===== config.mk =====
export PLATFORM = sky130hd
export DESIGN_NAME = rt_obi_section_loader
export DESIGN_NICKNAME = d
export VERILOG_FILES = /design/src/rtl/rt_obi_section_loader.sv
export SDC_FILE = /design/constraint.sdc
export NUM_CORES = 1
export LEC_CHECK = 0
export ABC_CLOCK_PERIOD_IN_PS = 2800
export CAP_MARGIN = 20
export CORE_UTILIZATION = 30
export CTS_BUF_LIST = sky130_fd_sc_hd__clkbuf_16
export DETAILED_ROUTE_END_ITERATION = 16
export REMOVE_ABC_BUFFERS = 1
export SYNTH_ARGS = -nofsm -noshare
export SYNTH_HDL_FRONTEND = slang
export SYNTH_SLANG_ARGS = --single-unit

===== constraint.sdc =====
create_clock -name clk_i -period 2.8 [get_ports clk_i]
set_input_delay 0.42 -clock clk_i [delete_from_list [all_inputs] [get_ports clk_i]]
set_output_delay 0.42 -clock clk_i [all_outputs]
set_load 0.005 [all_outputs]

===== src/rtl/rt_obi_section_loader.sv =====
`default_nettype none
// ============================================================================
// Module      : rt_obi_section_loader
// Description : Streams ELF section payloads into memory over an OBI master
//               port. Accepts (base, byte length) descriptors and a payload
//               word stream, issues auto-incrementing word writes with a
//               partial byte-enable on the tail word, and reports per-section
//               completion, word count and a sticky error flag.
// Options     : RT_LOADER_READBACK_EN - read back and compare every written
//               word before moving on to the next one.
// Revision    : 1.0 - initial release
// ============================================================================
module rt_obi_section_loader #(
  parameter int AddrWidth = 32,
  parameter int DataWidth = 32,
  parameter int LenWidth  = 24
) (
  input  logic                   clk_i,
  input  logic                   rst_ni,
  // section descriptor
  input  logic                   desc_valid_i,
  output logic                   desc_ready_o,
  input  logic [AddrWidth-1:0]   desc_addr_i,
  input  logic [LenWidth-1:0]    desc_len_i,
  // payload stream
  input  logic                   data_valid_i,
  output logic                   data_ready_o,
  input  logic [DataWidth-1:0]   data_i,
  // OBI master
  output logic                   obi_req_o,
  input  logic                   obi_gnt_i,
  output logic [AddrWidth-1:0]   obi_addr_o,
  output logic                   obi_we_o,
  output logic [DataWidth/8-1:0] obi_be_o,
  output logic [DataWidth-1:0]   obi_wdata_o,
  input  logic                   obi_rvalid_i,
  input  logic [DataWidth-1:0]   obi_rdata_i,
  input  logic                   obi_err_i,
  // status
  output logic                   busy_o,
  output logic                   done_o,
  output logic                   err_o,
  output logic [LenWidth-1:0]    words_o
);

  localparam int WordBytes = DataWidth / 8;
  localparam int OffW      = (WordBytes > 1) ? $clog2(WordBytes) : 1;

  typedef enum logic [2:0] {
    S_IDLE  = 3'd0,
    S_FETCH = 3'd1,
    S_WREQ  = 3'd2,
    S_WRSP  = 3'd3,
    S_DRAIN = 3'd4,
    S_DONE  = 3'd5,
    S_VREQ  = 3'd6,
    S_VRSP  = 3'd7
  } state_t;

  state_t r_state;
  state_t w_state_nxt;

  logic [AddrWidth-1:0] r_addr;
  logic [LenWidth-1:0]  r_words_left;
  logic [OffW-1:0]      r_tail;
  logic [DataWidth-1:0] r_wdata;
  logic                 r_err;
  logic [LenWidth-1:0]  r_words;
  logic                 r_armed;

  // descriptor decode
  logic [LenWidth:0]    w_words_ceil;
  logic [OffW-1:0]      w_tail;
  logic                 w_unaligned;
  // current word
  logic                 w_last;
  logic [WordBytes-1:0] w_tail_be;
  logic [WordBytes-1:0] w_wr_be;
  // FSM strobes towards the datapath
  logic                 w_ld_desc;
  logic                 w_ld_word;
  logic                 w_wr_ok;
  logic                 w_adv;
  logic                 w_fail;
  logic                 w_drop;
  // registered-path outputs produced by the FSM
  logic                 w_desc_ready;
  logic                 w_data_ready;
  logic                 w_req;
  logic                 w_we;
  logic [WordBytes-1:0] w_be;

  assign w_words_ceil = ({1'b0, desc_len_i} + (LenWidth+1)'(WordBytes - 1)) / (LenWidth+1)'(WordBytes);
  assign w_tail       = OffW'(desc_len_i % LenWidth'(WordBytes));
  assign w_unaligned  = (desc_addr_i % AddrWidth'(WordBytes)) != '0;

  assign w_last    = (r_words_left == LenWidth'(1));
  assign w_tail_be = (WordBytes'(1) << r_tail) - WordBytes'(1);
  assign w_wr_be   = (w_last && (r_tail != '0)) ? w_tail_be : '1;

`ifdef RT_LOADER_READBACK_EN
  logic [DataWidth-1:0] w_bit_mask;
  logic                 w_rb_mismatch;

  for (genvar gi = 0; gi < WordBytes; gi++) begin : g_mask
    assign w_bit_mask[gi*8 +: 8] = {8{w_wr_be[gi]}};
  end

  // only bytes that were actually written take part in the compare
  assign w_rb_mismatch = ((obi_rdata_i ^ r_wdata) & w_bit_mask) != '0;
`else
  logic w_unused_rdata;
  assign w_unused_rdata = ^obi_rdata_i;
`endif

  // state register
  always_ff @(posedge clk_i or negedge rst_ni) begin
    if (!rst_ni) begin
      r_state <= S_IDLE;
    end else begin
      r_state <= w_state_nxt;
    end
  end

  // next-state decode and per-state outputs
  always_comb begin
    w_state_nxt  = r_state;
    w_desc_ready = 1'b0;
    w_data_ready = 1'b0;
    w_req        = 1'b0;
    w_we         = 1'b0;
    w_be         = '0;
    w_ld_desc    = 1'b0;
    w_ld_word    = 1'b0;
    w_wr_ok      = 1'b0;
    w_adv        = 1'b0;
    w_fail       = 1'b0;
    w_drop       = 1'b0;
    case (r_state)
      S_IDLE: begin
        w_desc_ready = r_armed;
        if (desc_valid_i && r_armed) begin
          w_ld_desc = 1'b1;
          if (desc_len_i == '0) begin
            w_state_nxt = S_DONE;
          end else if (w_unaligned) begin
            w_state_nxt = S_DRAIN;
          end else begin
            w_state_nxt = S_FETCH;
          end
        end
      end
      S_FETCH: begin
        w_data_ready = 1'b1;
        if (data_valid_i) begin
          w_ld_word   = 1'b1;
          w_state_nxt = S_WREQ;
        end
      end
      S_WREQ: begin
        w_req = 1'b1;
        w_we  = 1'b1;
        w_be  = w_wr_be;
        if (obi_gnt_i) begin
          w_state_nxt = S_WRSP;
        end
      end
      S_WRSP: begin
        if (obi_rvalid_i) begin
          if (obi_err_i) begin
            w_fail      = 1'b1;
            w_state_nxt = w_last ? S_DONE : S_DRAIN;
          end else begin
            w_wr_ok = 1'b1;
`ifdef RT_LOADER_READBACK_EN
            w_state_nxt = S_VREQ;
`else
            w_adv       = 1'b1;
            w_state_nxt = w_last ? S_DONE : S_FETCH;
`endif
          end
        end
      end
`ifdef RT_LOADER_READBACK_EN
      S_VREQ: begin
        w_req = 1'b1;
        w_be  = '1;
        if (obi_gnt_i) begin
          w_state_nxt = S_VRSP;
        end
      end
      S_VRSP: begin
        if (obi_rvalid_i) begin
          if (obi_err_i || w_rb_mismatch) begin
            w_fail      = 1'b1;
            w_state_nxt = w_last ? S_DONE : S_DRAIN;
          end else begin
            w_adv       = 1'b1;
            w_state_nxt = w_last ? S_DONE : S_FETCH;
          end
        end
      end
`endif
      S_DRAIN: begin
        w_data_ready = 1'b1;
        if (r_words_left == '0) begin
          w_state_nxt = S_DONE;
        end else if (data_valid_i) begin
          w_drop = 1'b1;
          if (w_last) begin
            w_state_nxt = S_DONE;
          end
        end
      end
      S_DONE: begin
        w_state_nxt = S_IDLE;
      end
      default: begin
        w_state_nxt = S_IDLE;
      end
    endcase
  end

  // keeps the descriptor port closed until the first clock after reset release
  always_ff @(posedge clk_i or negedge rst_ni) begin
    if (!rst_ni) begin
      r_armed <= 1'b0;
    end else begin
      r_armed <= 1'b1;
    end
  end

  // section datapath: address, remaining words, tail, payload, status
  always_ff @(posedge clk_i or negedge rst_ni) begin
    if (!rst_ni) begin
      r_addr       <= '0;
      r_words_left <= '0;
      r_tail       <= '0;
      r_wdata      <= '0;
      r_err        <= 1'b0;
      r_words      <= '0;
    end else begin
      if (w_ld_desc) begin
        r_addr       <= desc_addr_i;
        r_words_left <= w_words_ceil[LenWidth-1:0];
        r_tail       <= w_tail;
        r_err        <= w_unaligned;
        r_words      <= '0;
      end
      if (w_ld_word) begin
        r_wdata <= data_i;
      end
      if (w_wr_ok) begin
        r_words <= r_words + LenWidth'(1);
      end
      if (w_adv) begin
        r_addr       <= r_addr + AddrWidth'(WordBytes);
        r_words_left <= r_words_left - LenWidth'(1);
      end
      if (w_fail || w_drop) begin
        r_words_left <= r_words_left - LenWidth'(1);
      end
      if (w_fail) begin
        r_err <= 1'b1;
      end
    end
  end

  assign desc_ready_o = w_desc_ready;
  assign data_ready_o = w_data_ready;
  assign obi_req_o    = w_req;
  assign obi_we_o     = w_we;
  assign obi_be_o     = w_be;
  assign obi_addr_o   = r_addr;
  assign obi_wdata_o  = r_wdata;
  assign busy_o       = (r_state != S_IDLE) && (r_state != S_DONE);
  assign done_o       = (r_state == S_DONE);
  assign err_o        = r_err;
  assign words_o      = r_words;

endmodule
`default_nettype wire


==> impl_results.md, run 1 <==
* Outcome: finished, final reports clean
* Min-delay worst type: primary input to async pin
* Share of layout cells above drive strength 1 at 0.1311
* Largest family of logic cells by synthesized area: simple AND/OR/NAND/NOR gates
* Port bufs at 193
* Worst-path clk slew at 0.06 ns
* Worst-margin pin slew at 0.5237 ns
* Synth Warn # at 0
* Max clock buf depth at 2
* Share of the synthesized area in the top cell type at 0.4546
* CTS Root Cell: clkbuf_16
* Synthesized area per cell at 9.520 µm²
* Initial antenna violation count at 0
* # DRC at 0
* H-tree depth at 4
* Die Area at 0.02243 mm²
* Pleak at 3.828 nW
* Critical path class: flip-flop to output pin
* Routability cong. at 0.7825
* Post-synth cell types at 66
* Vias in the first global route at 5744
* WL final at 18780 µm
* Starting Density at 0.3087
* Synth Area in Compound Gates at 0.1694
* Final Skew at 0.01182 ns
* Die Wd at 149.8 µm
* WP data arrival at 2.14 ns
* Post-synthesis sequential area ratio at 0.4546
* Setup slack after layout at 0.2378 ns
* Period minus WS final at 2.562 ns
* Yosys reg bits at 119
* Antenna diode count at 0
* Row count at 53
* Cell Chain, Critical Path: or4_4, nor4_4, and3_4, a31oi_1, dlygate4sd2_1
* Pin count of the biggest net entering global routing at 68
* Fin area at 0.009587 mm²
* Core area at 0.02122 mm²
* CP Max Fanout at 4
* Drt pass-1 iters at 4
* Cells after DPL at 1148
* Clk_lat worst skew at 0.41 ns
* Number of flops mapped to enable cells by yosys at 0
* Total Power at 8.298 mW
* Mux contribution to synthesized area at 0.06896
* First-pass GRT wire length at 30040 µm
* CTS Sinks at 119
* Syn Inst Count at 688
* CTS tree: done
* Xor-xnor portion of the synthesized cell area at 0.03610
* Dpl ws at 0.2067 ns
* Critical Path Slowest Stage Cell: or4_4
* GRT Overall Usage at 0.1706
* Slew margin rel. at 0.6509
* Grt ovf at 0
* Layout area overhead at 46.36%
* Area contributors post-synth: dfrtp_1 45%, nand2_1 6.0%, mux2_2 5.7%
* # setup viols final at 0
* Max Freq at 390.3 MHz
* Pwr dens at 865.6 mW/mm²
* Wirelength per Cell at 15.88 µm
* WP data required at 2.38 ns
* Final number of max-transition violations at 0
* DPL Wire Length at 13590 µm
* Reg2Reg Depth at 7
* Startpoint Class: flip-flop
* Post-DP Area at 0.008927 mm²
* Final Hold Vio Count at 0
* Async set-reset flop share out of synthesis at 1.000
* RSZ-0062 raised after global routing: false
* Max rail drop VDD at 342.5 µV
* Vias/cell at 5.092
* Die height at 149.8 µm
* Final worst-path cycle share at 0.9151
* Critical path endpoint category: output pin
* Max-cap viol count at 0
* Initial DRC count at 246
* Vias at 6024
* Post-Synth Adder-Cell Area at 0.009551
* Ys flop type: dfrtp_1
* Non-filler cells, final at 1183
* Cell Area, Synth at 0.006550 mm²
* Fill cell count at 2026
* Inserted Clock Buffers at 17
* I/O pin count at 226
* Routed Antenna Nets at 0
* CP peak stage delay at 0.58 ns
* Nets@finish at 1027
* Simple-Gate Fraction of Synth Area at 0.2275
* Yosys top cell by area: dfrtp_1
==> registers in the layout, indices dropped and copies added, names as in the netlist <==
name          cells
obi_addr_o       32
obi_wdata_o      32
r_words_left     24
words_o          24
r_state           3
r_tail            2
err_o             1
r_armed           1
==> final timing paths <==
| check | from | to | slack, ns |
|---|---|---|---|
| setup / recovery | r_words_left[7] | obi_be_o[1] | 0.24 |
| hold / removal | rst_ni | words_o[23] | 0.41 |
| setup reg to reg | r_words_left[7] | r_words_left[23] | 0.36 |
| hold reg to reg | obi_addr_o[0] | obi_addr_o[0] | 0.48 |
| max in group asynchronous | rst_ni | obi_addr_o[25] | 1.58 |
| min in group clk_i | obi_addr_o[0] | obi_addr_o[0] | 0.48 |
==> worst max-delay path: cells and delay by family (launching register included) <==
kind                   cells  cell delay [ns]
AO/OA/AOI/OAI              1             0.08
buffers and inverters      1             0.27
flip-flops                 1             0.39
AND/OR/NAND/NOR            3             1.00
==> report_power, final <==
group	internal (mW)	switching (mW)	leakage [nW]
Clock	1.40	0.845	0.299
Combinational	1.82	1.19	2.03
Sequential	2.37	0.678	1.50
==> synth_stat cells (2+ instances only) <==
library cell / count
dfrtp_1: 119
nand2_1: 104
nand3_1: 48
nor2_1: 39
o21ai_0: 34
mux2_2: 33
o211ai_1: 25
clkbuf_1: 22
nor3_1: 17
nand4_1: 16
o311ai_0: 16
xnor2_1: 16
and3_1: 15
inv_1: 14
xor2_1: 11
a21oi_1: 10
a31oi_1: 10
nor4_1: 10
and4_1: 9
or3_1: 9
mux2i_1: 8
o31ai_1: 7
a211oi_1: 6
a221o_1: 6
a21o_1: 5
buf_1: 5
buf_4: 5
ha_1: 5
a22oi_1: 4
a32oi_1: 4
and2_1: 4
and3b_1: 3
buf_2: 3
nor3b_1: 3
o31a_1: 3
or2_2: 3
a2111oi_0: 2
a22o_1: 2
a311oi_1: 2
nand2b_1: 2
o22ai_1: 2
o311a_1: 2
or4_1: 2
==> per-stage QoR <==
step	setup TNS (ns)	hold slack, ns	util
finish	0	0.4126	0.4518
detailed placement	0	0.3056	0.4207
floorplan	-49.61	0.1244	-
CTS	0	0.3974	0.4509
global route	0	0.4182	0.4518
global placement	0	0.3031	0.4207
==> metal layers <==
metal  track usage  wire length (µm)  vias up
li1              -                 -     2983
met3       0.03354              1095       17
met2        0.2620              8336      171
met1        0.2385              9087     2853
met5             0                 0        -
met4       0.05707               262        0
==> kinds of logic after synthesis <==
kind of cell               Yosys count
and+or+nand+nor                    294
AOI/OAI and AO/OA                  151
adders and majority gates            5
xor gates and xnor gates            27
buffers and inverters               50
DFF                                119
other                                1
muxes                               41
==> placed cells by master (no fill, tap or decap), drive strengths merged, types with 9 or more instances in the layout <==
cell	n
mux2	33
nand4	16
and4	9
nand2	105
xnor2	16
clkdlybuf4s50	189
dfrtp	119
buf	31
o21ai	35
a21oi	10
a31oi	10
nor2	39
o211ai	25
or3	9
nor3	18
and3	16
inv	17
xor2	11
nand3	49
nor4	12
clkbuf	17
o311ai	16
==> cell type report <==
class                   instances  area, µm²  area share
well taps                     275      344.1     0.03589
flip-flops and latches        119       2978      0.3106
inverters                      14      52.55    0.005482
repair buffers                224       2206      0.2301
clock inverters                15      177.7     0.01853
multi-input cells             519       3403      0.3550
clock buffers                  17      425.4     0.04437
==> timing repair <==
action                     CTS  global route
pin swaps                    3             0
hold buffers                 1             0
buffers inserted             2             0
setup endpoints to repair    3             3
hold endpoints to repair    14             0
gates resized for setup      4             4
No activity file was read; power rests on OpenSTA's default activity.
==> inputs of run 2 (changes only) <==
- ABC_CLOCK_PERIOD_IN_PS: 2800 -> 2640
- SETUP_SLACK_MARGIN: not set -> 0.02
- clock period: 2.8 -> 2.64 ns (I/O delays scaled with it)
==> run 2 against run 1 <==
Combinational power rose by 7.0%. Total power rose by 5.8%. Critical path type unchanged. Clock power rose by 4%. First-iteration DRC count rose by 29%. Cell count rose by 0.85%. Critical endpoint unchanged. Setup slack got worse by 0.16 ns. Register-to-register slack got worse by 0.14 ns. Flip-flop and latch count did not move.
==> impl_results.md, run 2 (synthesized netlist as in run 1, its figures left out) <==
* R2R Setup Slk at 0.22 ns (was 0.36 ns)
* Nets@finish at 1037 (was 1027)
* Period minus WS final at 2.559 ns
* CTS tree: done (unchanged)
* I/O pin count at 226 (unchanged)
* GRT Overall Usage at 0.1698 (was 0.1706)
* Total Power at 8.778 mW (was 8.298 mW)
* Routability cong. at 0.7761 (was 0.7825)
* Layout area overhead at 47.30% (was 46.36%)
* WP data required at 2.24 ns (was 2.38 ns)
* Global-route met3 utilization at 0.04116 (was 0.03354)
* Wirelength per Cell at 15.84 µm (was 15.88 µm)
* Vias/cell at 5.168 (was 5.092)
* Buf/Inv on CP at 2 (was 1)
* Port bufs at 193 (unchanged)
* First-pass GRT wire length at 29840 µm (was 30040 µm)
* Fin area at 0.009648 mm² (was 0.009587 mm²)
* Initial antenna violation count at 0 (unchanged)
* Critical path endpoint category: output pin (unchanged)
* Vias at 6165 (was 6024)
* CP delay by family, top: simple AND/OR/NAND/NOR gates (unchanged)
* Max clock buf depth at 2 (unchanged)
* Final Hold Vio Count at 0 (unchanged)
* Most frequent cells in the layout: 189 x clkdlybuf4s50_1, 119 x dfrtp_1, 104 x nand2_1 (unchanged)
* WL final at 18900 µm (was 18780 µm)
* Clk_lat worst skew at 0.41 ns (about the same)
* Vias in the first global route at 5669 (was 5744)
* CP peak stage delay at 0.57 ns (was 0.58 ns)
* Met2 Usage GRT at 0.2579 (was 0.2620)
* M1 GR Usage at 0.2374 (was 0.2385)
* GRT Max-Usage Layer: met2 (unchanged)
* Worst-path clk slew at 0.06 ns (about the same)
* Commonest non-fill, non-tap cell in the layout: clkdlybuf4s50_1 (unchanged)
* Die Area at 0.02243 mm² (unchanged)
* Slew margin rel. at 0.6323 (was 0.6509)
* CTS Root Cell: clkbuf_16 (unchanged)
* RSZ-0062 raised after global routing: true (was false)
* # DRC at 0 (unchanged)
* Final Skew at 0.007806 ns (was 0.01182 ns)
* Worst-margin pin slew at 0.5495 ns (was 0.5237 ns)
* Inserted Clock Buffers at 17 (unchanged)
* DPL Wire Length at 13720 µm (was 13590 µm)
* WP data arrival at 2.16 ns (was 2.14 ns)
* Antenna diode count at 0 (unchanged)
* Pleak at 3.829 nW (was 3.828 nW)
* Pin count of the biggest net entering global routing at 66 (was 68)
* Row count at 53 (unchanged)
* Min-delay worst type: primary input to async pin (unchanged)
* CTS Sinks at 119 (unchanged)
* Max-cap viol count at 0 (unchanged)
* Starting Density at 0.3087 (unchanged)
* Die height at 149.8 µm (unchanged)
* Critical Path Slowest Stage Cell: or4_4 (unchanged)
* Routed Antenna Nets at 0 (unchanged)
* Worst hold slack at 0.4829 ns (was 0.4126 ns)
* Grt ovf at 0 (unchanged)
* Core area at 0.02122 mm² (unchanged)
* Final number of max-transition violations at 0 (unchanged)
* Outcome: finished, final reports clean (unchanged)
* Drt pass-1 iters at 5 (was 4)
* Share of layout cells above drive strength 1 at 0.1471 (was 0.1311)
* Max Freq at 390.7 MHz
* Final worst-path cycle share at 0.9695
* Cell Chain, Critical Path: or4_4, nor4_4, and3_4, buf_4, a31oi_1, clkbuf_2 (was or4_4, nor4_4, and3_4, a31oi_1, dlygate4sd2_1)
* CP Max Fanout at 5 (was 4)
* Die Wd at 149.8 µm (unchanged)
* H-tree depth at 4 (unchanged)
* Fill cell count at 2020 (was 2026)
* # setup viols final at 0 (unchanged)
* Pwr dens at 909.9 mW/mm² (was 865.6 mW/mm²)
* Critical path class: flip-flop to output pin (unchanged)
* Post-DP Area at 0.008995 mm² (was 0.008927 mm²)
* Initial DRC count at 318 (was 246)
* Startpoint Class: flip-flop (unchanged)
* Max rail drop VDD at 365.3 µV (was 342.5 µV)
## run 2: cell types whose count changed in the layout (fill, tap and decap cells not counted), sizes merged, moves of 2 or more
cell	change
inv	+2
buf	+10
clkinv	-2
clkbuf	+2
dlymetal6s2s	-2
## run 2: final timing paths
check                                startpoint          endpoint  cells after the start
worst min register to register    obi_addr_o[1]     obi_addr_o[1]                      2
worst max-delay path            r_words_left[8]       obi_be_o[1]                      6
worst min-delay path                     rst_ni       words_o[18]                      2
worst max register to register  r_words_left[8]  r_words_left[23]                      7
max in group asynchronous                rst_ni    obi_addr_o[24]                      3
min in group clk_i                obi_addr_o[1]     obi_addr_o[1]                      2
## run 2: area by class of cell
| type | instances | area (µm²) | area share |
|---|---|---|---|
| Timing Repair Buffer | 234 | 2267 | 0.2350 |
| Clock buffer | 17 | 425.4 | 0.04409 |
| Multi-Input combinational cell | 519 | 3411 | 0.3535 |
| Clock inverter | 15 | 170.2 | 0.01764 |
| Sequential cell | 119 | 2978 | 0.3087 |
| Tap cell | 275 | 344.1 | 0.03566 |
| Inverter | 14 | 52.55 | 0.005447 |
## run 2: layer usage
| metal | wire length [µm] | vias up |
|---|---|---|
| met5 | 0 | - |
| li1 | - | 3024 |
| met2 | 8380 | 192 |
| met1 | 9189 | 2935 |
| met4 | 175 | 0 |
| met3 | 1156 | 14 |
## run 2: report_power, final
part | total, mW | leakage (nW) | internal (mW) | switching, mW
Clock | 2.34 | 0.287 | 1.41 | 0.924
Combinational | 3.22 | 2.05 | 1.95 | 1.28
Sequential | 3.22 | 1.50 | 2.51 | 0.711
## run 2: through the flow
step           std cells  TNS [ns]  setup slack, ns    util
6_report            1193         0          0.08051  0.4547
5_1_grt             1193  -0.03416         -0.03416  0.4547
4_1_cts             1192         0          0.02042  0.4541
3_5_place_dp        1157         0           0.1166  0.4239
3_3_place_gp        1157         0           0.1449  0.4239
2_1_floorplan        652    -58.09           -1.654       -
## run 2: what timing repair did
item,in CTS,in global routing
buffers inserted,2,1
pin swaps,3,3
setup endpoints to repair,3,4
gates resized for setup,9,6
hold endpoints to repair,30,0
hold buffers,1,0
==> inputs of run 3 (changes only) <==
- CAP_MARGIN: 20 -> 25
==> results of run 3 <==
No change in the layout: final DEF, timing and power equal those of run 2.
